`config.mk`:
```
export PLATFORM = sky130hd
export DESIGN_NAME = avr_pin_encoder_flat
export DESIGN_NICKNAME = d
export VERILOG_FILES = /design/src/rtl/avr_pin_pkg.sv /design/src/rtl/avr_pin_encoder_if.sv /design/src/rtl/avr_pin_evt_fifo.sv /design/src/rtl/avr_pin_encoder.sv /design/src/flat_wrapper.sv
export SDC_FILE = /design/constraint.sdc
export NUM_CORES = 1
export LEC_CHECK = 0
export ABC_AREA = 1
export CAP_MARGIN = 20
export CORE_MARGIN = 2
export CORE_UTILIZATION = 30
export CTS_BUF_LIST = sky130_fd_sc_hd__clkbuf_4 sky130_fd_sc_hd__clkbuf_8
export CTS_CLUSTER_DIAMETER = 80
export DETAILED_ROUTE_END_ITERATION = 16
export HOLD_SLACK_MARGIN = 0.12
export PLACE_DENSITY = 0.59
export SLEW_MARGIN = 10
export SYNTH_ARGS = -nofsm -noshare
export SYNTH_HDL_FRONTEND = slang
export SYNTH_SLANG_ARGS = --single-unit
```
`constraint.sdc`:
```
create_clock -name clk -period 2.3 [get_ports clk]
set_input_delay 0.23 -clock clk [delete_from_list [all_inputs] [get_ports clk]]
set_output_delay 0.23 -clock clk [all_outputs]
set_load 0.005 [all_outputs]
```
`src/rtl/avr_pin_pkg.sv`:
```
// Shared definitions for the AVR pin encoder: simulavr pin-state codes and
// the filter state machine encoding.
package avr_pin_pkg;

    typedef logic [2:0] pin_code_t;

    localparam pin_code_t PIN_LOW            = 3'd0;
    localparam pin_code_t PIN_HIGH           = 3'd1;
    localparam pin_code_t PIN_SHORTED        = 3'd2;
    localparam pin_code_t PIN_PULLUP         = 3'd3;
    localparam pin_code_t PIN_TRISTATE       = 3'd4;
    localparam pin_code_t PIN_PULLDOWN       = 3'd5;
    localparam pin_code_t PIN_ANALOG         = 3'd6;
    localparam pin_code_t PIN_ANALOG_SHORTED = 3'd7;

    typedef enum logic {
        FLT_STABLE,
        FLT_QUALIFY
    } filt_state_e;

endpackage

```
`src/rtl/avr_pin_encoder_if.sv`:
```
// Event handshake between the pin encoder and the simulator glue that
// drains committed pin-state changes.
interface avr_pin_encoder_if
    import avr_pin_pkg::*;
();

    logic      evt_valid;
    pin_code_t evt_code;
    logic      evt_ready;

    modport master (
        output evt_valid,
        output evt_code,
        input  evt_ready
    );

    modport slave (
        input  evt_valid,
        input  evt_code,
        output evt_ready
    );

endinterface

```
`src/rtl/avr_pin_evt_fifo.sv`:
```
// Small event queue for committed pin codes. A push into a full queue is
// accepted only if a pop happens on the same edge; otherwise the new event
// is dropped and the sticky overflow flag is raised.
module avr_pin_evt_fifo
    import avr_pin_pkg::*;
#(
    parameter int DEPTH = 4
) (
    input  logic      clk,
    input  logic      rst_n,
    input  logic      push,
    input  pin_code_t push_code,
    input  logic      pop,
    output logic      valid,
    output pin_code_t head_code,
    output logic      overflow
);

    localparam int AW = $clog2(DEPTH);
    localparam logic [AW:0] PTR_ONE  = (AW+1)'(1);
    localparam logic [AW:0] FULL_LVL = (AW+1)'(DEPTH);

    logic [AW:0] wr_ptr_q, wr_ptr_d;
    logic [AW:0] rd_ptr_q, rd_ptr_d;
    logic [AW:0] fill;
    pin_code_t   mem_q [DEPTH];
    pin_code_t   mem_d [DEPTH];
    logic        overflow_q, overflow_d;
    logic        empty, full, do_push, do_pop;

    assign fill      = wr_ptr_q - rd_ptr_q;
    assign empty     = (fill == '0);
    assign full      = (fill == FULL_LVL);
    assign do_pop    = pop & ~empty;
    assign do_push   = push & (~full | do_pop);
    assign valid     = ~empty;
    assign head_code = empty ? PIN_TRISTATE : mem_q[rd_ptr_q[AW-1:0]];
    assign overflow  = overflow_q;

    // Next-state for storage, pointers and the sticky drop flag; pop is
    // resolved before push so a full queue can still take a new event.
    always_comb begin
        mem_d      = mem_q;
        wr_ptr_d   = wr_ptr_q;
        rd_ptr_d   = rd_ptr_q;
        overflow_d = overflow_q;
        if (do_push) begin
            mem_d[wr_ptr_q[AW-1:0]] = push_code;
            wr_ptr_d                = wr_ptr_q + PTR_ONE;
        end
        if (do_pop) begin
            rd_ptr_d = rd_ptr_q + PTR_ONE;
        end
        if (push && !do_push) begin
            overflow_d = 1'b1;
        end
    end

    // Queue registers; reset empties the queue and clears the drop flag.
    always_ff @(posedge clk or negedge rst_n) begin
        if (!rst_n) begin
            wr_ptr_q   <= '0;
            rd_ptr_q   <= '0;
            overflow_q <= 1'b0;
            for (int i = 0; i < DEPTH; i++) begin
                mem_q[i] <= PIN_TRISTATE;
            end
        end else begin
            wr_ptr_q   <= wr_ptr_d;
            rd_ptr_q   <= rd_ptr_d;
            overflow_q <= overflow_d;
            mem_q      <= mem_d;
        end
    end

endmodule

```
`src/rtl/avr_pin_encoder.sv`:
```
// Verilog-to-AVR pin bridge: synchronises the external pad, encodes the
// simulavr pin-state code, filters it for stability and queues every
// committed change as an event for the simulator glue.
module avr_pin_encoder
    import avr_pin_pkg::*;
#(
    parameter int SYNC_STAGES   = 2,
    parameter int FILTER_CYCLES = 3,
    parameter int FIFO_DEPTH    = 4
) (
    input  logic               clk,
    input  logic               rst_n,
    input  logic               drive_en,
    input  logic               drive_val,
    input  logic               pull_up,
    input  logic               pull_down,
    input  logic               analog_en,
    input  logic               pad_val,
    input  logic               pad_driven,
    output pin_code_t          state_code,
    avr_pin_encoder_if.master  evt,
    output logic [15:0]        change_cnt,
    output logic               overflow
);

    localparam int CNT_W = $clog2(FILTER_CYCLES + 1);
    localparam logic [CNT_W-1:0] CNT_ONE  = CNT_W'(1);
    localparam logic [CNT_W-1:0] CNT_LAST = CNT_W'(FILTER_CYCLES);

    logic [SYNC_STAGES-1:0] pad_val_sync_q, pad_val_sync_d;
    logic [SYNC_STAGES-1:0] pad_drv_sync_q, pad_drv_sync_d;
    logic                   pad_val_s, pad_drv_s, conflict;
    pin_code_t              raw_code;

    filt_state_e            flt_q, flt_d;
    pin_code_t              cand_q, cand_d;
    logic [CNT_W-1:0]       cnt_q, cnt_d;
    pin_code_t              code_q, code_d;
    logic [15:0]            change_cnt_q, change_cnt_d;
    logic                   commit;

    assign pad_val_s  = pad_val_sync_q[SYNC_STAGES-1];
    assign pad_drv_s  = pad_drv_sync_q[SYNC_STAGES-1];
    assign conflict   = pad_drv_s & (pad_val_s != drive_val);
    assign state_code = code_q;
    assign change_cnt = change_cnt_q;

    // Shift the asynchronous pad signals through the synchroniser chain.
    always_comb begin
        pad_val_sync_d = {pad_val_sync_q[SYNC_STAGES-2:0], pad_val};
        pad_drv_sync_d = {pad_drv_sync_q[SYNC_STAGES-2:0], pad_driven};
    end

    // Priority encoder from local controls and synchronised pad to pin code.
    always_comb begin
        raw_code = PIN_TRISTATE;
        if (analog_en && drive_en && conflict) begin
            raw_code = PIN_ANALOG_SHORTED;
        end else if (analog_en) begin
            raw_code = PIN_ANALOG;
        end else if (drive_en && conflict) begin
            raw_code = PIN_SHORTED;
        end else if (drive_en) begin
            raw_code = {2'b00, drive_val};
        end else if (pad_drv_s) begin
            raw_code = {2'b00, pad_val_s};
        end else if (pull_up) begin
            raw_code = PIN_PULLUP;
        end else if (pull_down) begin
            raw_code = PIN_PULLDOWN;
        end
    end

    // Glitch filter: a new code must hold for FILTER_CYCLES edges before it
    // is committed; the commit edge also pushes the event and bumps the count.
    always_comb begin
        flt_d        = flt_q;
        cand_d       = cand_q;
        cnt_d        = cnt_q;
        code_d       = code_q;
        change_cnt_d = change_cnt_q;
        commit       = 1'b0;
        case (flt_q)
            FLT_STABLE: begin
                if (raw_code != code_q) begin
                    if (FILTER_CYCLES == 1) begin
                        commit = 1'b1;
                    end else begin
                        flt_d  = FLT_QUALIFY;
                        cand_d = raw_code;
                        cnt_d  = CNT_ONE;
                    end
                end
            end
            FLT_QUALIFY: begin
                if (raw_code == cand_q) begin
                    if (cnt_q + CNT_ONE == CNT_LAST) begin
                        commit = 1'b1;
                        flt_d  = FLT_STABLE;
                    end else begin
                        cnt_d = cnt_q + CNT_ONE;
                    end
                end else if (raw_code == code_q) begin
                    flt_d = FLT_STABLE;
                end else begin
                    cand_d = raw_code;
                    cnt_d  = CNT_ONE;
                end
            end
            default: flt_d = FLT_STABLE;
        endcase
        if (commit) begin
            code_d       = raw_code;
            change_cnt_d = change_cnt_q + 16'd1;
        end
    end

    // Synchroniser, filter and committed-code registers.
    always_ff @(posedge clk or negedge rst_n) begin
        if (!rst_n) begin
            pad_val_sync_q <= '0;
            pad_drv_sync_q <= '0;
            flt_q          <= FLT_STABLE;
            cand_q         <= PIN_TRISTATE;
            cnt_q          <= '0;
            code_q         <= PIN_TRISTATE;
            change_cnt_q   <= '0;
        end else begin
            pad_val_sync_q <= pad_val_sync_d;
            pad_drv_sync_q <= pad_drv_sync_d;
            flt_q          <= flt_d;
            cand_q         <= cand_d;
            cnt_q          <= cnt_d;
            code_q         <= code_d;
            change_cnt_q   <= change_cnt_d;
        end
    end

    avr_pin_evt_fifo #(
        .DEPTH(FIFO_DEPTH)
    ) u_evt_fifo (
        .clk       (clk),
        .rst_n     (rst_n),
        .push      (commit),
        .push_code (raw_code),
        .pop       (evt.evt_ready),
        .valid     (evt.evt_valid),
        .head_code (evt.evt_code),
        .overflow  (overflow)
    );

endmodule
```
`src/flat_wrapper.sv`:
```
// flat-port wrapper written by rule: the top's interface ports become plain ports
module avr_pin_encoder_flat import avr_pin_pkg::*;
#(
    parameter int SYNC_STAGES   = 2,
    parameter int FILTER_CYCLES = 3,
    parameter int FIFO_DEPTH    = 4
)
  (clk, rst_n, drive_en, drive_val, pull_up, pull_down, analog_en, pad_val, pad_driven, state_code, change_cnt, overflow, evt_evt_valid, evt_evt_code, evt_evt_ready);
  avr_pin_encoder_if evt_i ();
  input  logic clk;
  input  logic rst_n;
  input  logic drive_en;
  input  logic drive_val;
  input  logic pull_up;
  input  logic pull_down;
  input  logic analog_en;
  input  logic pad_val;
  input  logic pad_driven;
  output pin_code_t state_code;
  output logic [15:0] change_cnt;
  output logic overflow;
  output wire logic [$bits(evt_i.evt_valid)-1:0] evt_evt_valid;
  output wire logic [$bits(evt_i.evt_code)-1:0] evt_evt_code;
  input wire logic [$bits(evt_i.evt_ready)-1:0] evt_evt_ready;
  assign evt_evt_valid = evt_i.evt_valid;
  assign evt_evt_code = evt_i.evt_code;
  assign evt_i.evt_ready = evt_evt_ready;
  avr_pin_encoder #(.SYNC_STAGES(SYNC_STAGES), .FILTER_CYCLES(FILTER_CYCLES), .FIFO_DEPTH(FIFO_DEPTH)) u_core (.clk(clk), .rst_n(rst_n), .drive_en(drive_en), .drive_val(drive_val), .pull_up(pull_up), .pull_down(pull_down), .analog_en(analog_en), .pad_val(pad_val), .pad_driven(pad_driven), .state_code(state_code), .evt(evt_i), .change_cnt(change_cnt), .overflow(overflow));
endmodule
```
==> results.cfg <==
[final_layout]
n_antenna_cell = 0
fill_cells = 896
synthToLayoutAreaGrowth_pct = 28.3
layout-drive-gt1-share = 0.208
nets = 402
layout_common_cells = 87 x nand2_1, 42 x dfrtp_1, 32 x inv_1
regArea_um2 = 1210
multi_input_area_um2 = 1410
layout_commonest_cell = nand2_1

[min_path]
hp-class = flop to flop
hp-start = u_core.pad_drv_sync_q[0]
holdPathEnd = u_core.pad_drv_sync_q[1]
whs_path_depth = 0

[sta]
tns_ns = 0
min_period_ns = 2.20
hold_ws_ns = 0.354
worst_slack_ns = 0.0965
clock_skew_ns = 0.0146
finalSetupViolations = 0
hold_violations = 0
timing.final.crit_share = 0.958
max_freq_ghz = 0.454
slew_headroom = 0.715
finalMaxSlewViolations = 0
tightest_slew_ns = 0.423

[synthesis]
muxShareOfSynthArea = 0
async_reset_ff_frac = 1.00
synth_top_area_cell = dfrtp_1
avgSynthCellArea_um2 = 8.62
synth_xor_area_frac = 0.0571
synthSimpleGateAreaFrac = 0.328
synth_edf_count = 0
synth_compound_area_frac = 0.0676
synth_flop_cell = dfrtp_1
synth-adder-area-share = 0.0408
synth_top_family_by_area = simple AND/OR/NAND/NOR gates
seq_area_frac_synth = 0.438
yosysUniqueCellTypes = 34
ys_ff_latch = 48
synth_area_um2 = 2760
synth_top_area_frac = 0.381
syn_nets = 339
ys_top_cells_by_area = dfrtp_1 38%, nand2_1 12%, dfstp_2 5.7%
synth_warnings = 0
netlist_instances = 320

[drt]
first_pass_iters = 4
vias = 2385
viasPerCell = 4.85
drc = 0
wl_per_cell_um = 13.1
ant_nets = 0
wl_mm = 6.42
drtIter0Drc = 179

[global_routing]
grt_max_degree = 22
grt.overflow.total = 0
antenna_found_initial = 0
grt_usage = 0.133
grt_pass1_wl_mm = 10.8
grt_pass1_vias = 2368

[floorplanning]
die_w_um = 99.9
start_util = 0.313
ios = 34
dieArea_um2 = 9980
core_um2 = 8810
num_rows = 34
die_h_um = 99.9

[critical_path]
r2r_slack_ns = 0.15
end_kind = output pin
path_class = flop to output pin
timing.rr.end = u_core.u_evt_fifo.mem_q[9]
critical_path.max_fanout = 4
reg2regPathDepth = 13
crit_path_start_kind = flop
critPathRequiredTime_ns = 2.07
arrival_ns = 1.97
rr_startpoint = u_core.u_evt_fifo.rd_ptr_q[1]

[cts]
cts_root_buffer = clkbuf_8
clock_path_buffers = 2
cts_tree = built
numCtsBuffers = 5
clk_pin_slew_ns = 0.10
cts_num_sinks = 48
htreeDepth = 2
clkLatencyLatePin_ns = 0.31

[place]
routabilityCongestion = 0.864
dpl_worst_slack_ns = 0.0871
portBuffers = 33
hpwlAfterDp_mm = 4.46

[power]
ir_worst_vdd_mv = 0.287
power_leakage_uw = 0.00170
powerDensity_nw_per_um2 = 866

[run_status]
status = finished, final reports clean

[run]
cap_violations = 0
[cells in the mapped netlist (4+ instances only)]
master / n
o21ai_2: 5
nand2_2: 6
buf_6: 4
nand2_1: 87
o21ai_0: 11
xnor2_1: 7
nor3_1: 4
nand4_1: 19
ha_1: 9
dfrtp_1: 42
nand3_1: 17
xor2_1: 11
nand2_4: 4
nand3_2: 4
inv_1: 35
o21ai_1: 7
a21oi_1: 4
nor2_1: 17
dfstp_2: 6
[stage by stage]
stage / power [µW] / cell area, µm² / util / cells
6_report: 3060 / 3540 / 0.402 / 492
5_1_grt: 3300 / 3540 / 0.402 / 492
4_1_cts: 2910 / 3430 / 0.390 / 482
3_5_place_dp: 2210 / 3250 / 0.370 / 465
3_3_place_gp: 2180 / 3250 / 0.370 / 465
2_1_floorplan: 1800 / 2760 / - / 320
[cells by family (layout without fill, tap and decap cells)]
| kind of cell | after synthesis | in the layout |
|---|---|---|
| and+or+nand+nor | 172 | 172 |
| xor gates and xnor gates | 18 | 18 |
| AOI/OAI and AO/OA | 31 | 31 |
| adders and majority gates | 9 | 9 |
| buffers and inverters | 42 | 106 |
| DFF | 48 | 48 |
[state kept, by name (all words and copies together) (netlist names)]
| register | flops |
|---|---|
| u_core.change_cnt | 16 |
| u_core.u_evt_fifo.mem_q | 12 |
| u_core.cand_q | 3 |
| u_core.state_code | 3 |
| u_core.u_evt_fifo.rd_ptr_q | 3 |
| u_core.u_evt_fifo.wr_ptr_q | 3 |
| u_core.cnt_q | 2 |
| u_core.pad_drv_sync_q | 2 |
| u_core.pad_val_sync_q | 2 |
| u_core.flt_q | 1 |
| u_core.u_evt_fifo.overflow | 1 |
[worst max path at each step]
stage	start	slack [ns]	to
global route	u_core.u_evt_fifo.rd_ptr_q[1]	-0.01	evt_evt_code[0]
floorplan	u_core.u_evt_fifo.rd_ptr_q[1]	0.52	u_core.u_evt_fifo.mem_q[10]
finish	u_core.u_evt_fifo.rd_ptr_q[1]	0.1	evt_evt_code[0]
global placement	u_core.u_evt_fifo.rd_ptr_q[1]	0.17	evt_evt_code[2]
CTS	u_core.u_evt_fifo.rd_ptr_q[1]	0.009	evt_evt_valid
detailed placement	u_core.u_evt_fifo.rd_ptr_q[1]	0.09	evt_evt_code[2]
[power breakdown]
group	internal, µW	switching (µW)	leakage (µW)
logic	720	693	0.00108
registers	992	113	0.000584
clock network	244	302	0.0000434
total	1960	1110	0.00170
[layout make-up]
cell class,count,area share
clock buffer,6,0.0233
multi-input combinational,230,0.397
tap,108,0.0382
clock inverter,2,0.00424
inverter,36,0.0382
timing repair buffer,62,0.157
sequential,48,0.341
[worst max-delay path: stages (launching register included)]
cell           delay [ns]
dfrtp_1              0.41
inv_2                0.09
ha_4                 0.21
a21oi_4              0.14
xnor2_2              0.09
nand3b_1             0.22
buf_4                0.17
nand2_1              0.05
inv_1                0.03
dlygate4sd2_1        0.25
[layer usage]
layer,track usage,share of wire,vias up
met5,0,0,-
met4,0.0390,0.011,0
met3,0.0230,0.048,6
met2,0.220,0.49,63
met1,0.179,0.45,1150
li1,-,-,1166
[what timing repair did]
action | 4_1_cts | 5_1_grt
setup buffers | 8 | 9
setup endpoints to repair | 4 | 17
hold buffers | 1 | 0
hold endpoints to repair | 13 | 0
gates cloned | 0 | 2
resized for setup | 7 | 8
pin swaps | 1 | 6
No activity file was read; power rests on OpenSTA's default activity.
